### src/rtl/tdm_pkg.sv
// Shared definitions for the 4-channel TDM link, used by both the transmit and receive sides.
// Build option: TDM_DEMUX_PARITY_EN adds a fifth slot carrying the XOR of the four samples.
package tdm_pkg;

  localparam int TDM_NCH      = 4;
  localparam int TDM_PAR_SLOT = TDM_NCH;

`ifdef TDM_DEMUX_PARITY_EN
  localparam int TDM_NSLOT  = TDM_NCH + 1;
  localparam int TDM_SLOT_W = 3;
`else
  localparam int TDM_NSLOT  = TDM_NCH;
  localparam int TDM_SLOT_W = 2;
`endif

  localparam logic [TDM_SLOT_W-1:0] TDM_LAST_SLOT = TDM_SLOT_W'(TDM_NSLOT - 1);

  typedef enum logic [0:0] {
    HUNT = 1'b0,
    RUN  = 1'b1
  } tdm_state_e;

endpackage

### src/rtl/tdm_demux_1x4_if.sv
// Serial-link input and parallel-channel output bundle of the TDM demultiplexer.
// The slot field widens to 3 bits when TDM_DEMUX_PARITY_EN is defined.
interface tdm_demux_1x4_if
  import tdm_pkg::*;
#(
  parameter int DATA_W = 1
);

  logic                      in_valid;
  logic                      in_sof;
  logic [DATA_W-1:0]         in_data;
  logic [TDM_NCH*DATA_W-1:0] out;
  logic                      out_valid;
  logic [TDM_SLOT_W-1:0]     slot;
  logic                      sync_err;
  logic                      par_err;

  // master: link driver plus channel consumers; slave: the demultiplexer itself
  modport master (
    output in_valid, in_sof, in_data,
    input  out, out_valid, slot, sync_err, par_err
  );

  modport slave (
    input  in_valid, in_sof, in_data,
    output out, out_valid, slot, sync_err, par_err
  );

endinterface

### src/rtl/tdm_slot_ctr.sv
// Slot counter for the TDM link: load-to-1 on frame start, clear on loss of sync,
// and wrap to 0 after the last slot. Shared by transmitter and receiver.
module tdm_slot_ctr #(
  parameter int             W    = 2,
  parameter logic [W-1:0]   LAST = '1
) (
  input  logic         clk,
  input  logic         rst,
  input  logic         load1,
  input  logic         clr,
  input  logic         inc,
  output logic [W-1:0] slot
);

  always_ff @(posedge clk) begin
    if (rst || clr) begin
      slot <= '0;
    end else if (load1) begin
      slot <= W'(1);
    end else if (inc) begin
      slot <= (slot == LAST) ? '0 : slot + W'(1);
    end
  end

endmodule

### src/rtl/tdm_demux_1x4.sv
// Receive side of the 4-channel TDM link: aligns on in_sof, buffers one frame and
// publishes all channels at once. Build option: TDM_DEMUX_PARITY_EN (5th XOR parity slot).
module tdm_demux_1x4
  import tdm_pkg::*;
#(
  parameter int DATA_W = 1
) (
  input logic             clk,
  input logic             rst,
  tdm_demux_1x4_if.slave  bus
);

  localparam logic [0:0] ST_HUNT = HUNT;
  localparam logic [0:0] ST_RUN  = RUN;

  logic [0:0]                state;
  logic [0:0]                nxt_state;
  logic [TDM_SLOT_W-1:0]     slot;
  logic [DATA_W-1:0]         shadow [TDM_NCH];
  logic [1:0]                sh_idx;
  logic                      sh_wr;
  logic                      frame_end;
  logic                      sync_hit;
  logic                      ctr_load1;
  logic                      ctr_clr;
  logic                      ctr_inc;
  logic [TDM_NCH*DATA_W-1:0] out_q;
  logic                      out_valid_q;
  logic                      sync_err_q;

  tdm_slot_ctr #(
    .W    (TDM_SLOT_W),
    .LAST (TDM_LAST_SLOT)
  ) u_slot_ctr (
    .clk   (clk),
    .rst   (rst),
    .load1 (ctr_load1),
    .clr   (ctr_clr),
    .inc   (ctr_inc),
    .slot  (slot)
  );

  // NOTE: every signal gets a default before the branches so no path leaves one unassigned (no latches).
  always_comb begin
    nxt_state = state;
    ctr_load1 = 1'b0;
    ctr_clr   = 1'b0;
    ctr_inc   = 1'b0;
    sh_wr     = 1'b0;
    sh_idx    = slot[1:0];
    frame_end = 1'b0;
    sync_hit  = 1'b0;
    if (bus.in_valid) begin
      if (state == ST_HUNT) begin
        if (bus.in_sof) begin
          nxt_state = ST_RUN;
          ctr_load1 = 1'b1;
          sh_wr     = 1'b1;
          sh_idx    = 2'd0;
        end
      end else if (bus.in_sof) begin
        // A marker mid-frame drops the partial frame and restarts at slot 0.
        sync_hit  = (slot != '0);
        ctr_load1 = 1'b1;
        sh_wr     = 1'b1;
        sh_idx    = 2'd0;
      end else if (slot == '0) begin
        sync_hit  = 1'b1;
        nxt_state = ST_HUNT;
        ctr_clr   = 1'b1;
      end else begin
        ctr_inc = 1'b1;
        if (slot == TDM_LAST_SLOT) begin
          frame_end = 1'b1;
        end else begin
          sh_wr = 1'b1;
        end
      end
    end
  end

`ifdef TDM_DEMUX_PARITY_EN
  logic [DATA_W-1:0] par_calc;
  logic              par_err_q;

  always_comb begin
    par_calc = '0;
    for (int k = 0; k < TDM_NCH; k++) begin
      par_calc = par_calc ^ shadow[k];
    end
  end
`endif

  always_ff @(posedge clk) begin
    // NOTE: the shadow buffer is cleared on reset as well, so its contents are deterministic afterwards.
    if (rst) begin
      state       <= ST_HUNT;
      out_q       <= '0;
      out_valid_q <= 1'b0;
      sync_err_q  <= 1'b0;
      for (int k = 0; k < TDM_NCH; k++) begin
        shadow[k] <= '0;
      end
`ifdef TDM_DEMUX_PARITY_EN
      par_err_q   <= 1'b0;
`endif
    end else begin
      state       <= nxt_state;
      out_valid_q <= 1'b0;
      sync_err_q  <= sync_hit;
      if (sh_wr) begin
        shadow[sh_idx] <= bus.in_data;
      end
`ifdef TDM_DEMUX_PARITY_EN
      par_err_q <= 1'b0;
      if (frame_end) begin
        if (bus.in_data == par_calc) begin
          out_q       <= {shadow[3], shadow[2], shadow[1], shadow[0]};
          out_valid_q <= 1'b1;
        end else begin
          par_err_q <= 1'b1;
        end
      end
`else
      if (frame_end) begin
        out_q       <= {bus.in_data, shadow[2], shadow[1], shadow[0]};
        out_valid_q <= 1'b1;
      end
`endif
    end
  end

  assign bus.out       = out_q;
  assign bus.out_valid = out_valid_q;
  assign bus.slot      = slot;
  assign bus.sync_err  = sync_err_q;
`ifdef TDM_DEMUX_PARITY_EN
  assign bus.par_err   = par_err_q;
`else
  assign bus.par_err   = 1'b0;
`endif

endmodule

### src/flat_wrapper.sv
// flat-port wrapper written by rule: the top's interface ports become plain ports
module tdm_demux_1x4_flat import tdm_pkg::*;
#(
  parameter int DATA_W = 1
)
  (clk, rst, bus_in_valid, bus_in_sof, bus_in_data, bus_out, bus_out_valid, bus_slot, bus_sync_err, bus_par_err);
  tdm_demux_1x4_if #(.DATA_W(DATA_W)) bus_i ();
  input logic clk;
  input logic rst;
  input wire logic [$bits(bus_i.in_valid)-1:0] bus_in_valid;
  input wire logic [$bits(bus_i.in_sof)-1:0] bus_in_sof;
  input wire logic [$bits(bus_i.in_data)-1:0] bus_in_data;
  output wire logic [$bits(bus_i.out)-1:0] bus_out;
  output wire logic [$bits(bus_i.out_valid)-1:0] bus_out_valid;
  output wire logic [$bits(bus_i.slot)-1:0] bus_slot;
  output wire logic [$bits(bus_i.sync_err)-1:0] bus_sync_err;
  output wire logic [$bits(bus_i.par_err)-1:0] bus_par_err;
  assign bus_i.in_valid = bus_in_valid;
  assign bus_i.in_sof = bus_in_sof;
  assign bus_i.in_data = bus_in_data;
  assign bus_out = bus_i.out;
  assign bus_out_valid = bus_i.out_valid;
  assign bus_slot = bus_i.slot;
  assign bus_sync_err = bus_i.sync_err;
  assign bus_par_err = bus_i.par_err;
  tdm_demux_1x4 #(.DATA_W(DATA_W)) u_core (.clk(clk), .rst(rst), .bus(bus_i));
endmodule
### config.mk
export PLATFORM = sky130hd
export DESIGN_NAME = tdm_demux_1x4_flat
export DESIGN_NICKNAME = d
export VERILOG_FILES = /design/src/rtl/tdm_pkg.sv /design/src/rtl/tdm_demux_1x4_if.sv /design/src/rtl/tdm_slot_ctr.sv /design/src/rtl/tdm_demux_1x4.sv /design/src/flat_wrapper.sv
export SDC_FILE = /design/constraint.sdc
export NUM_CORES = 1
export LEC_CHECK = 0
export CORE_MARGIN = 2
export CORE_UTILIZATION = 48
export DETAILED_ROUTE_END_ITERATION = 12
export HOLD_SLACK_MARGIN = 0.12
export PLACE_DENSITY = 0.86
export SLEW_MARGIN = 10
export SYNTH_ARGS = -nofsm -noshare
export SYNTH_HDL_FRONTEND = slang
export SYNTH_HIERARCHICAL = 1
export SYNTH_SLANG_ARGS = --single-unit
export TNS_END_PERCENT = 5
### constraint.sdc
create_clock -name clk -period 2.2 [get_ports clk]
set_input_delay 0.22 -clock clk [delete_from_list [all_inputs] [get_ports clk]]
set_output_delay 0.22 -clock clk [all_outputs]
set_load 0.005 [all_outputs]
==> flow_summary_export.csv, run 1 <==
group,metric,value,unit
global_route,grt_max_degree,16,
cts,clock_latency,0.27,ns
sta,fin_skew,0.000185,ns
power,p_leak,0.327,nW
run_status,status,"finished clean",
routing,post_drt_via_cell_ratio,5.38,
cts,cts_resized,0,
routing,drtIter0Drc,6,
routing,wl_per_cell,12.4,um
synthesis,syn_inst,67,
power,combPwrFrac,11.4,%
power,peakVddDrop,0.315,mV
sta,setup-tns-final,0,ns
hold_path,worstHoldStart,"u_core/bus.out[1]",
cts,numCtsBuffers,3,
cts,cts_buffer_depth,2,
synthesis,syn-num-nets,77,
floorplan,die_area,1710,um2
worst_setup_path,start_kind,"flop",
worst_setup_path,reg2reg_depth,7,
power,swShare,23.7,%
worst_setup_path,critical_path.max_fanout,9,
final_layout,diodes,0,
hold_path,hold_path_end,"u_core/bus.out[1]",
worst_setup_path,arrival,1.87,ns
sta,hold_violations,0,
power,p_int,0.000326,W
synthesis,synth-seq-area-share,40.4,%
synthesis,yosys.cell_types.count,26,
synthesis,synth_ff_type,"dfxtp_1",
final_layout,final_cell_mix,"clkdlybuf4s50_1, dfxtp_1, nand2b_1",
cts,root_buffer,"clkbuf_4",
sta,slew_viol_final,0,
placed_design,hpwl,907,um
global_route,grt_use_total,17.7,%
sta,period_needed,1.70,ns
synthesis,synth_enable_flop_cells,3,
floorplan,die_h,41.3,um
floorplan,placementRows,13,
worst_setup_path,worstSetupEndpointType,"flop",
routing,routed_wl,1180,um
power,power.density,527,nW/um2
job,drv_cap,0,
floorplan,start_util,51.4,%
synthesis,syn_area_per_cell,9.99,um2
floorplan,core,1300,um2
sta,rsz0062_at_grt,"false",
floorplan,die_w,41.3,um
worst_setup_path,reg2reg_to,"u_core/u_slot_ctr/slot[0]",
cts,cts_setup_buffers,0,
final_layout,drive_above_1_share,10.0,%
worst_setup_path,r2r_slack,0.50,ns
final_layout,area_delta_synth_final,21.3,%
synthesis,ys_seq_elements,12,
routing,first_pass_iters,4,
global_route,grt_pass1_wl,1910,um
final_layout,final_common_cell,"clkdlybuf4s50_1",
synthesis,yosysWarnings,9,
sta,fmax,587,MHz
worst_setup_path,cp.required,2.36,ns
global_route,grt_pass1_vias,416,
power,pwr-share-seq,55.4,%
power,clkPwrFrac,33.2,%
final_layout,finish.utilization,62.4,%
synthesis,async_reset_ff_share,0,%
worst_setup_path,r2r_start,"u_core/u_slot_ctr/slot[0]",
placed_design,dpl_worst_slack,0.311,ns
cts,path_clk_slew,0.07,ns
sta,setup_viol,0,
worst_setup_path,critPathKind,"flop to flop",
hold_path,hold_depth,2,
cts,hold_buffers,0,
cts,ctsHtreeMaxLevel,1,
routing,ant_nets,0,
hold_path,hold_class,"flop to flop",
sta,finalCritPeriodShare,77.4,%
placed_design,io_buffers,12,
final_layout,fin_nets,91,
cts,cts_tree,"done",
cts,cts.sinks,12,
sta,setup_slack,0.497,ns
global_route,antenna_found_initial,0,
synthesis,syn-cell-area,669,um2
power,power.switching,0.000101,W
routing,drc,0,
global_route,grt-ovfl-total,0,
routing,via_count,511,
placed_design,place.gp.congestion,0.838,
floorplan,io_pins,14,
-- cell type report --
cell class                 instances  area (um2)
fill                             119         489
clock buffer                       4        26.3
timing repair buffer              13         128
tap                               15        18.8
multi-input combinational         44         343
sequential                        12         270
inverter                           7        26.3
-- worst max-delay path: stages, from the launching register on --
cell,delay [ns]
dfxtp_1,0.39
inv_1,0.15
ha_1,0.19
inv_1,0.05
ha_1,0.17
and3_1,0.21
nor3b_1,0.15
o31a_1,0.29
-- power groups by stage --
| stage | combinational [W] | clock [W] | sequential, W |
|---|---|---|---|
| 3_3_place_gp | 0.0000467 | 0 | 0.000242 |
| 5_1_grt | 0.0000547 | 0.000155 | 0.000238 |
| 6_report | 0.0000487 | 0.000142 | 0.000237 |
| 3_5_place_dp | 0.0000485 | 0 | 0.000242 |
| 2_1_floorplan | 0.0000307 | 0 | 0.000241 |
| 4_1_cts | 0.0000487 | 0.000146 | 0.000237 |
-- kinds of logic (layout without fill, tap and decap cells) --
| group | Yosys count | after routing | synth area share [%] |
|---|---|---|---|
| AND/OR/NAND/NOR | 26 | 26 | 25.0 |
| AO/OA/AOI/OAI | 7 | 7 | 8.79 |
| buffers and inverters | 11 | 24 | 8.41 |
| other | 1 | 1 | 0.560 |
| adder cells (fa/ha/maj) | 5 | 5 | 9.35 |
| flip-flops | 12 | 12 | 40.4 |
| multiplexers | 5 | 5 | 7.48 |
-- how the worst max path moves through the flow --
stage	start	end	cells past startpoint
after floorplan	u_core/u_slot_ctr/slot[0]	u_core/shadow[1]	4
after global placement	bus_in_sof	u_core/u_slot_ctr/slot[0]	6
after detailed placement	bus_in_sof	u_core/u_slot_ctr/slot[0]	6
after CTS	u_core/u_slot_ctr/slot[0]	u_core/u_slot_ctr/slot[0]	7
after global routing	u_core/u_slot_ctr/slot[0]	u_core/u_slot_ctr/slot[0]	7
final	u_core/u_slot_ctr/slot[0]	u_core/u_slot_ctr/slot[0]	7
-- flip-flops by register name (all words and copies together), names as in the netlist --
signal / count
u_core/bus.out: 4
u_core/shadow: 3
u_core/bus.out_valid: 1
u_core/bus.sync_err: 1
u_core/state: 1
u_core/u_slot_ctr/slot: 2
-- metrics by stage --
stage | std cells | hold WS [ns] | instance area, um2 | total power (W)
after global placement | 91 | 0.458 | 786 | 0.000289
final | 95 | 0.477 | 812 | 0.000428
after global routing | 95 | 0.506 | 812 | 0.000448
after floorplan | 67 | 0.296 | 669 | 0.000272
after CTS | 95 | 0.482 | 812 | 0.000432
after detailed placement | 91 | 0.470 | 786 | 0.000291
-- layer usage --
metal,vias up,routed length (um),share of wire [%],track usage [%]
li1,257,-,-,-
met4,0,18,1.5,7.26
met2,14,564,48,30.1
met3,2,51,4.3,3.19
met5,-,0,0,0
met1,238,547,46,21.9
-- cells in the mapped netlist (2+ instances only) --
master	instances	area, um2
nor2_1	4	15.0
nor4_1	2	12.5
ha_1	5	62.6
a21oi_1	2	10.0
mux2i_1	5	50.1
edfxtp_1	3	90.1
nand3b_1	2	15.0
a31o_2	2	17.5
nor3b_1	2	15.0
buf_4	2	15.0
and3_1	2	12.5
nand2b_1	8	50.1
dfxtp_1	9	180
inv_1	7	26.3
Note: power is estimated with default switching activity, not from simulation.
==> inputs of run 2 (changes only) <==
Clock period 2.2 ns to 1.6 ns, I/O delays scaled along.
==> run 2 against run 1 <==
Net effect: count of clock-buffer cells in the layout unchanged; maximum frequency up 11%; worst hold slack better by 0.00097 ns; largest cell class unchanged.
==> flow_summary_export.csv, run 2 (synthesis gave the netlist of run 1 again) <==
group,metric,value,unit
run_status,status,"finished clean",
placed_design,io_buffers,12,
worst_setup_path,cp.required,1.77,ns
routing,post_drt_via_cell_ratio,5.47,
floorplan,die_area,1710,um2
final_layout,final_cell_mix,"clkdlybuf4s50_1, dfxtp_1, nand2b_1",
cts,cts_tree,"done",
floorplan,core,1300,um2
global_route,grt-ovfl-total,0,
cts,ctsHtreeMaxLevel,1,
power,p_leak,0.357,nW
floorplan,start_util,51.4,%
power,clkPwrFrac,37.9,%
floorplan,placementRows,13,
routing,drc,0,
cts,clock_latency,0.27,ns
cts,cts_setup_buffers,0,
final_layout,finish.utilization,66.3,%
global_route,antenna_found_initial,0,
routing,routed_wl,1280,um
cts,hold_buffers,0,
power,power.switching,0.000149,W
sta,finalCritPeriodShare,95.5,%
placed_design,dpl_worst_slack,-0.0170,ns
sta,setup_slack,0.0720,ns
final_layout,fill_cells,106,
placed_design,place.gp.congestion,0.813,
routing,drtIter0Drc,5,
power,swShare,23.2,%
worst_setup_path,arrival,1.69,ns
cts,root_buffer,"clkbuf_4",
sta,slew_viol_final,0,
global_route,grt_max_degree,16,
power,combPwrFrac,12.1,%
cts,cts_buffer_depth,2,
final_layout,area_delta_synth_final,28.8,%
routing,via_count,547,
routing,ant_nets,0,
worst_setup_path,critPathKind,"flop to flop",
sta,period_needed,1.53,ns
global_route,grt_use_total,18.0,%
global_route,grt_pass1_vias,451,
cts,numCtsBuffers,3,
routing,wl_per_cell,12.8,um
floorplan,die_w,41.3,um
final_layout,fin_nets,96,
power,pwr-share-seq,50.0,%
worst_setup_path,critical_path.max_fanout,3,
cts,cts.sinks,12,
final_layout,diodes,0,
sta,fmax,654,MHz
job,drv_cap,0,
sta,setup_viol,0,
worst_setup_path,worstSetupEndpointType,"flop",
placed_design,hpwl,930,um
power,peakVddDrop,0.373,mV
worst_setup_path,start_kind,"flop",
power,p_int,0.000496,W
worst_setup_path,path_cells,"inv_1, ha_2, inv_1, ha_1, and3_1, nor3b_1, o31a_1",
routing,first_pass_iters,4,
power,power.density,748,nW/um2
floorplan,io_pins,14,
cts,path_clk_slew,0.08,ns
sta,rsz0062_at_grt,"false",
sta,hold_violations,0,
hold_path,hold_class,"flop to flop",
floorplan,die_h,41.3,um
final_layout,final_common_cell,"clkdlybuf4s50_1",
worst_setup_path,crit_slowest_cell,"dfxtp_1",
sta,fin_skew,0.00185,ns
worst_setup_path,critPathMaxStageDelay,0.31,ns
worst_setup_path,crit_top_cell,"inv_1",
final_layout,drive_above_1_share,17.6,%
global_route,grt_pass1_wl,1950,um
final_layout,largest_reg_flops,4,
[run 2: power groups by stage]
stage          combinational (W)  clock, W  sequential, W
2_1_floorplan          0.0000423         0       0.000331
3_3_place_gp           0.0000741         0       0.000329
3_5_place_dp           0.0000762         0       0.000330
4_1_cts                0.0000770  0.000249       0.000322
5_1_grt                0.0000862  0.000261       0.000323
6_report               0.0000781  0.000245       0.000322
[run 2: area by class of cell]
class / instances / area [um2] / share of cell area, %
Sequential cell: 12 / 270 / 31.3
Inverter: 7 / 26.3 / 3.05
Tap cell: 15 / 18.8 / 2.18
Clock buffer: 4 / 36.3 / 4.21
Multi-Input combinational cell: 44 / 345 / 40.1
Timing Repair Buffer: 18 / 165 / 19.2
[run 2: what timing repair did]
action	CTS	global route
gates resized for setup	0	1
endpoints found under the hold margin	0	0
setup endpoints to repair	0	1
[run 2: critical path: cells and delay by family (launching register included)]
family          cells  cell delay [ns]
fa+ha+maj           2             0.36
simple gates        2             0.32
flops               1             0.31
compound gates      1             0.27
buf+inv             2             0.15
[run 2: worst paths after layout]
| kind | from | to | slack [ns] | depth (start not counted) |
|---|---|---|---|---|
| setup / recovery | u_core/u_slot_ctr/slot[0] | u_core/u_slot_ctr/slot[0] | 0.07 | 7 |
| hold / removal | u_core/bus.out[2] | u_core/bus.out[2] | 0.48 | 2 |
| setup reg to reg | u_core/u_slot_ctr/slot[0] | u_core/u_slot_ctr/slot[0] | 0.07 | 7 |
| hold reg to reg | u_core/bus.out[2] | u_core/bus.out[2] | 0.48 | 2 |
[run 2: layer usage]
| metal | wire, um | track usage, % | up-vias | share of wire, % |
|---|---|---|---|---|
| li1 | - | - | 271 | - |
| met4 | 14 | 9.68 | 0 | 1.1 |
| met2 | 577 | 25.4 | 21 | 45 |
| met3 | 71 | 3.72 | 4 | 5.6 |
| met1 | 612 | 25.7 | 251 | 48 |
| met5 | 0 | 0 | - | 0 |
[run 2: per-stage QoR]
step / TNS, ns / total power (W) / area, um2 / hold WS, ns / cells
after global routing: 0 / 0.000670 / 862 / 0.501 / 100
after CTS: 0 / 0.000648 / 860 / 0.483 / 100
after floorplan: 0 / 0.000374 / 669 / 0.236 / 67
final: 0 / 0.000645 / 862 / 0.478 / 100
after global placement: 0 / 0.000403 / 823 / 0.457 / 96
after detailed placement: -0.0170 / 0.000406 / 823 / 0.470 / 96
==> inputs of run 3 (changes only) <==
Settings changed: CAP_MARGIN from default to 20.
==> results of run 3 <==
Final layout, timing and power as in run 2 (identical DEF).
